$ cat src/rtl/descrambler_16bit.sv
// 16-bit additive descrambler: keystream LFSR x^16+x^14+x^13+x^11+1, one-word output register.
// Optional parity checking enabled by defining DESCRAMBLE_PARITY_EN.
module descrambler_16bit (
    input  logic        clk,
    input  logic        rst,
    input  logic        seed_load,
    input  logic [15:0] seed,
    input  logic        in_valid,
    input  logic [15:0] in_data,
    input  logic        in_par,
    output logic        in_ready,
    output logic        out_valid,
    output logic [15:0] out_data,
    output logic        out_perr,
    input  logic        out_ready,
    output logic [15:0] word_cnt
);

    localparam logic [15:0] LFSR_INIT = 16'hACE1;

    logic [15:0] lfsr_q,      lfsr_d;
    logic        out_valid_q, out_valid_d;
    logic [15:0] out_data_q,  out_data_d;
    logic [15:0] word_cnt_q,  word_cnt_d;
    logic        accept;

    function automatic logic [15:0] lfsr_step(input logic [15:0] s);
        return {s[14:0], s[15] ^ s[13] ^ s[12] ^ s[10]};
    endfunction

    // The output register may be refilled in the same cycle it drains.
    assign in_ready = (!out_valid_q || out_ready) && !seed_load;
    assign accept   = in_valid && in_ready;

    always_comb begin
        // NOTE: every signal gets a default first so no path leaves it unassigned (no latch).
        lfsr_d      = lfsr_q;
        out_valid_d = out_valid_q;
        out_data_d  = out_data_q;
        word_cnt_d  = word_cnt_q;

        if (seed_load) begin
            // An all-zero seed would lock the LFSR; fall back to the reset value.
            lfsr_d      = (seed == 16'h0000) ? LFSR_INIT : seed;
            out_valid_d = 1'b0;
            word_cnt_d  = 16'h0000;
        end else if (accept) begin
            lfsr_d      = lfsr_step(lfsr_q);
            out_valid_d = 1'b1;
            out_data_d  = in_data ^ lfsr_q;
            word_cnt_d  = word_cnt_q + 16'h0001;
        end else if (out_ready) begin
            out_valid_d = 1'b0;
        end
    end

    // NOTE: sequential state uses non-blocking assignments so all registers update together.
    always_ff @(posedge clk or posedge rst) begin
        if (rst) begin
            lfsr_q      <= LFSR_INIT;
            out_valid_q <= 1'b0;
            out_data_q  <= 16'h0000;
            word_cnt_q  <= 16'h0000;
        end else begin
            lfsr_q      <= lfsr_d;
            out_valid_q <= out_valid_d;
            out_data_q  <= out_data_d;
            word_cnt_q  <= word_cnt_d;
        end
    end

`ifdef DESCRAMBLE_PARITY_EN
    logic out_perr_q, out_perr_d;

    always_comb begin
        out_perr_d = out_perr_q;
        if (!seed_load && accept) begin
            out_perr_d = (^in_data) ^ in_par;
        end
    end

    always_ff @(posedge clk or posedge rst) begin
        if (rst) begin
            out_perr_q <= 1'b0;
        end else begin
            out_perr_q <= out_perr_d;
        end
    end

    assign out_perr = out_perr_q;
`else
    logic unused_par;
    assign unused_par = in_par;
    assign out_perr   = 1'b0;
`endif

    assign out_valid = out_valid_q;
    assign out_data  = out_data_q;
    assign word_cnt  = word_cnt_q;

endmodule
$ cat config.mk
export PLATFORM = sky130hd
export DESIGN_NAME = descrambler_16bit
export DESIGN_NICKNAME = d
export VERILOG_FILES = /design/src/rtl/descrambler_16bit.sv
export SDC_FILE = /design/constraint.sdc
export NUM_CORES = 1
export LEC_CHECK = 0
export BUFFER_PORTS_ARGS = -buffer_cell sky130_fd_sc_hd__buf_2
export CAP_MARGIN = 15
export CORE_ASPECT_RATIO = 1.4
export CORE_MARGIN = 2
export CORE_UTILIZATION = 51
export DETAILED_ROUTE_END_ITERATION = 8
export GPL_TIMING_DRIVEN = 0
export PLACE_DENSITY = 0.8
export SLEW_MARGIN = 20
export SYNTH_ARGS = -nofsm -noshare
export SYNTH_HDL_FRONTEND = slang
export SYNTH_SLANG_ARGS = --single-unit
$ cat constraint.sdc
create_clock -name clk -period 2 [get_ports clk]
set_input_delay 0 -clock clk [delete_from_list [all_inputs] [get_ports clk]]
set_output_delay 0 -clock clk [all_outputs]
set_load 0.03 [all_outputs]
==> results.sh <==
export IMPL_status="completed"
export IMPL_finalClockSkew_ps=11.05
export IMPL_finalPower_mw=2.461
export IMPL_fmax_mhz=517.6
export IMPL_syn_inst=243
export IMPL_ys_flop_type="dfrtp_1"
export IMPL_max_slew_worst_pin_slew_ps=576.8
export IMPL_pwr_share_seq=0.487
export IMPL_cp_slowest_stage_delay_ps=570
export IMPL_final_area_mm2=0.003219
export IMPL_clk_pin_slew_ps=90
export IMPL_synth_seq_cells=49
export IMPL_start_util=0.5225
export IMPL_crit_required_ps=2230
export IMPL_cts_setup_buffers=0
export IMPL_place_port_buffers=70
export IMPL_crit_start="out_valid"
export IMPL_synth_edff_count=0
export IMPL_cts_sinks=49
export IMPL_rows=29
export IMPL_drt_iter0_drc=140
export IMPL_p_clk_frac=0.279
export IMPL_pin_count=73
export IMPL_p_per_area_mw_per_mm2=764.4
export IMPL_fin_setup_tns_ps=0
export IMPL_cts_root_buf="clkbuf_8"
export IMPL_core_mm2=0.004499
export IMPL_track_usage=0.2552
export IMPL_setup_slack_ps=68.07
export IMPL_crit_fanout=10
export IMPL_hold_viol_final=0
export IMPL_die_x_um=61.38
export IMPL_cts_tree="done"
export IMPL_first_global_vias=2240
export IMPL_r2r_cells=5
export IMPL_drc=0
export IMPL_layout_drive_gt1_share=0.2735
export IMPL_holdWs_ps=28.52
export IMPL_worst_ep_arrival_time_ps=2160
export IMPL_holdCritPathClass="primary input to flop"
export IMPL_p_int_mw=1.711
export IMPL_grt_overflow_total=0
export IMPL_syn_avg_cell_area_um2=9.675
export IMPL_antenna_found_initial=0
export IMPL_yosysSeqAreaShare=0.5258
export IMPL_grt_max_degree=30
export IMPL_dp_final_hpwl_um=4122
export IMPL_power_share_combinational=0.235
export IMPL_swShare=0.3045
export IMPL_numCtsBuffers=5
export IMPL_p_switching_mw=0.7494
export IMPL_worstSetupStartpointType="flop"
export IMPL_slew_viol_final=0
export IMPL_worst_setup_path_end_kind="flop"
export IMPL_crit_chain="nor2b_4, buf_6, or4b_4, or4_1, a21oi_1"
export IMPL_die_h_um=84.34
export IMPL_wire_per_inst_um=14.92
export IMPL_synthesis_nets=282
export IMPL_async_flop_share=1.000
export IMPL_vias_per_cell=5.409
export IMPL_ant_nets=0
export IMPL_antenna_cells=0
export IMPL_synth_area_mm2=0.002351
export IMPL_slew_headroom=0.6141
export IMPL_grt_pass1_wl_um=10110
export IMPL_min_path_cells=3
export IMPL_finalCritPeriodShare=0.9660
export IMPL_vias=2234
export IMPL_clock_path_buffers=2
export IMPL_slowest_stage="or4b_4"
export IMPL_gp_congestion=0.7902
export IMPL_setup_viol=0
export IMPL_cts_htree_levels=2
export IMPL_hold_start="in_data[8]"
export IMPL_place_ws_ps=67.73
export IMPL_vdd_ir_drop_worst_mv=0.6024
export IMPL_criticalPathCategory="flop to flop"
export IMPL_synthTopCellsByArea="dfrtp_1 (44%), dfstp_2 (8.9%), xnor2_1 (8.6%)"
export IMPL_dpl_instance_area_mm2=0.002801
export IMPL_r2r_start="out_valid"
export IMPL_finalWirelength_um=6164
export IMPL_worstSkewPairLatency_ps=300
export IMPL_yosys_cell_types_count=32
export IMPL_maxCapViolations=0
export IMPL_leakagePower_nw=1.458
export IMPL_layout_nets=389
export IMPL_synth_area_leader_cell="dfrtp_1"
export IMPL_synth_top_area_frac=0.4364
export IMPL_syn2layout_area_growth_pct=36.93
export IMPL_yosys_warnings=0
export IMPL_fin_crit_ps=1932
export IMPL_rsz0062_at_grt="false"
export IMPL_r2r_slack_ps=70
export IMPL_dr_pass1_iters=4
export IMPL_dieArea_mm2=0.005176
==> metrics by stage <==
step                      std cells    util
after floorplan                 243       -
after global placement          375  0.6182
after detailed placement        376  0.6226
after CTS                       415  0.7155
after global routing            413  0.7155
final                           413  0.7155
==> cells in the mapped netlist, types with 5 or more instances <==
library cell  count
nor2_1           13
a22oi_1          11
nand3_1           5
dfstp_2           8
a21oi_1           9
nand2_1          40
clkbuf_1         11
dfrtp_1          41
o31ai_1           5
xnor2_1          23
or4_1             5
o21ai_0          31
nor4_1            6
==> power groups by stage <==
stage          combinational (mW)  clock, mW  sequential, mW
2_1_floorplan               0.206          0            1.35
3_3_place_gp                0.511          0            1.21
3_5_place_dp                0.525          0            1.21
4_1_cts                     0.574      0.700            1.19
5_1_grt                     0.629      0.743            1.21
6_report                    0.577      0.686            1.20
==> path summary, 6_finish.rpt <==
check	end
max	word_cnt[15]
min	out_data[8]
max reg2reg	word_cnt[15]
min reg2reg	out_data[5]
max in group asynchronous	lfsr_q[7]
min in group asynchronous	word_cnt[12]
==> cell type report <==
class,instances,area [um2]
buffer,13,61.31
clock inverter,2,35.03
timing repair buffer,102,680.7
inverter,2,7.507
sequential,49,1240
clock buffer,6,72.57
fill,348,1280
multi-input combinational,177,1045
tap,62,77.57
==> cells in the final DEF, fill, tap and decap left out, drive strengths merged, types with 2 or more instances in the layout <==
master,count
a21oi,9
a22oi,11
and4,2
buf,75
clkbuf,15
dfrtp,41
dfstp,8
dlygate4sd3,31
inv,2
mux2i,2
nand2,40
nand3,5
nand4,3
nor2,13
nor2b,2
nor3,4
nor4,6
nor4b,2
o21ai,31
o22ai,3
o31ai,5
or3,4
or4,5
xnor2,23
xor2,2
==> cells by family after synthesis <==
family | Yosys count | share of synthesized area
fa+ha+maj | 1 | 0.005321
buf+inv | 17 | 0.03194
compound gates | 59 | 0.1442
xor+xnor | 25 | 0.09313
flops | 49 | 0.5258
simple gates | 89 | 0.1895
other cells | 1 | 0.001595
mux | 2 | 0.008516
==> critical path: cells and delay by family, from the launching register on <==
family,cells,cell delay (ps)
and+or+nand+nor,3,1180
DFF,1,400
AOI/OAI and AO/OA,1,150
buffers and inverters,1,130
==> what timing repair did <==
| action | CTS | global route |
|---|---|---|
| endpoints found under the setup margin | 0 | 5 |
| resized for setup | 0 | 4 |
| endpoints found under the hold margin | 50 | 0 |
| hold buffers | 31 | 0 |
==> registers in the layout, summed over array words and instances (netlist names) <==
register,cells
lfsr_q,16
out_valid,1
out_data,16
word_cnt,16
==> metal layers <==
metal	track usage	routed length (um)	part of all wire
met3	0.04006	243	0.039
met2	0.4458	3345	0.54
met4	0.1025	182	0.030
met5	0	0	0
met1	0.3003	2393	0.39
No activity file was read; power rests on OpenSTA's default activity.
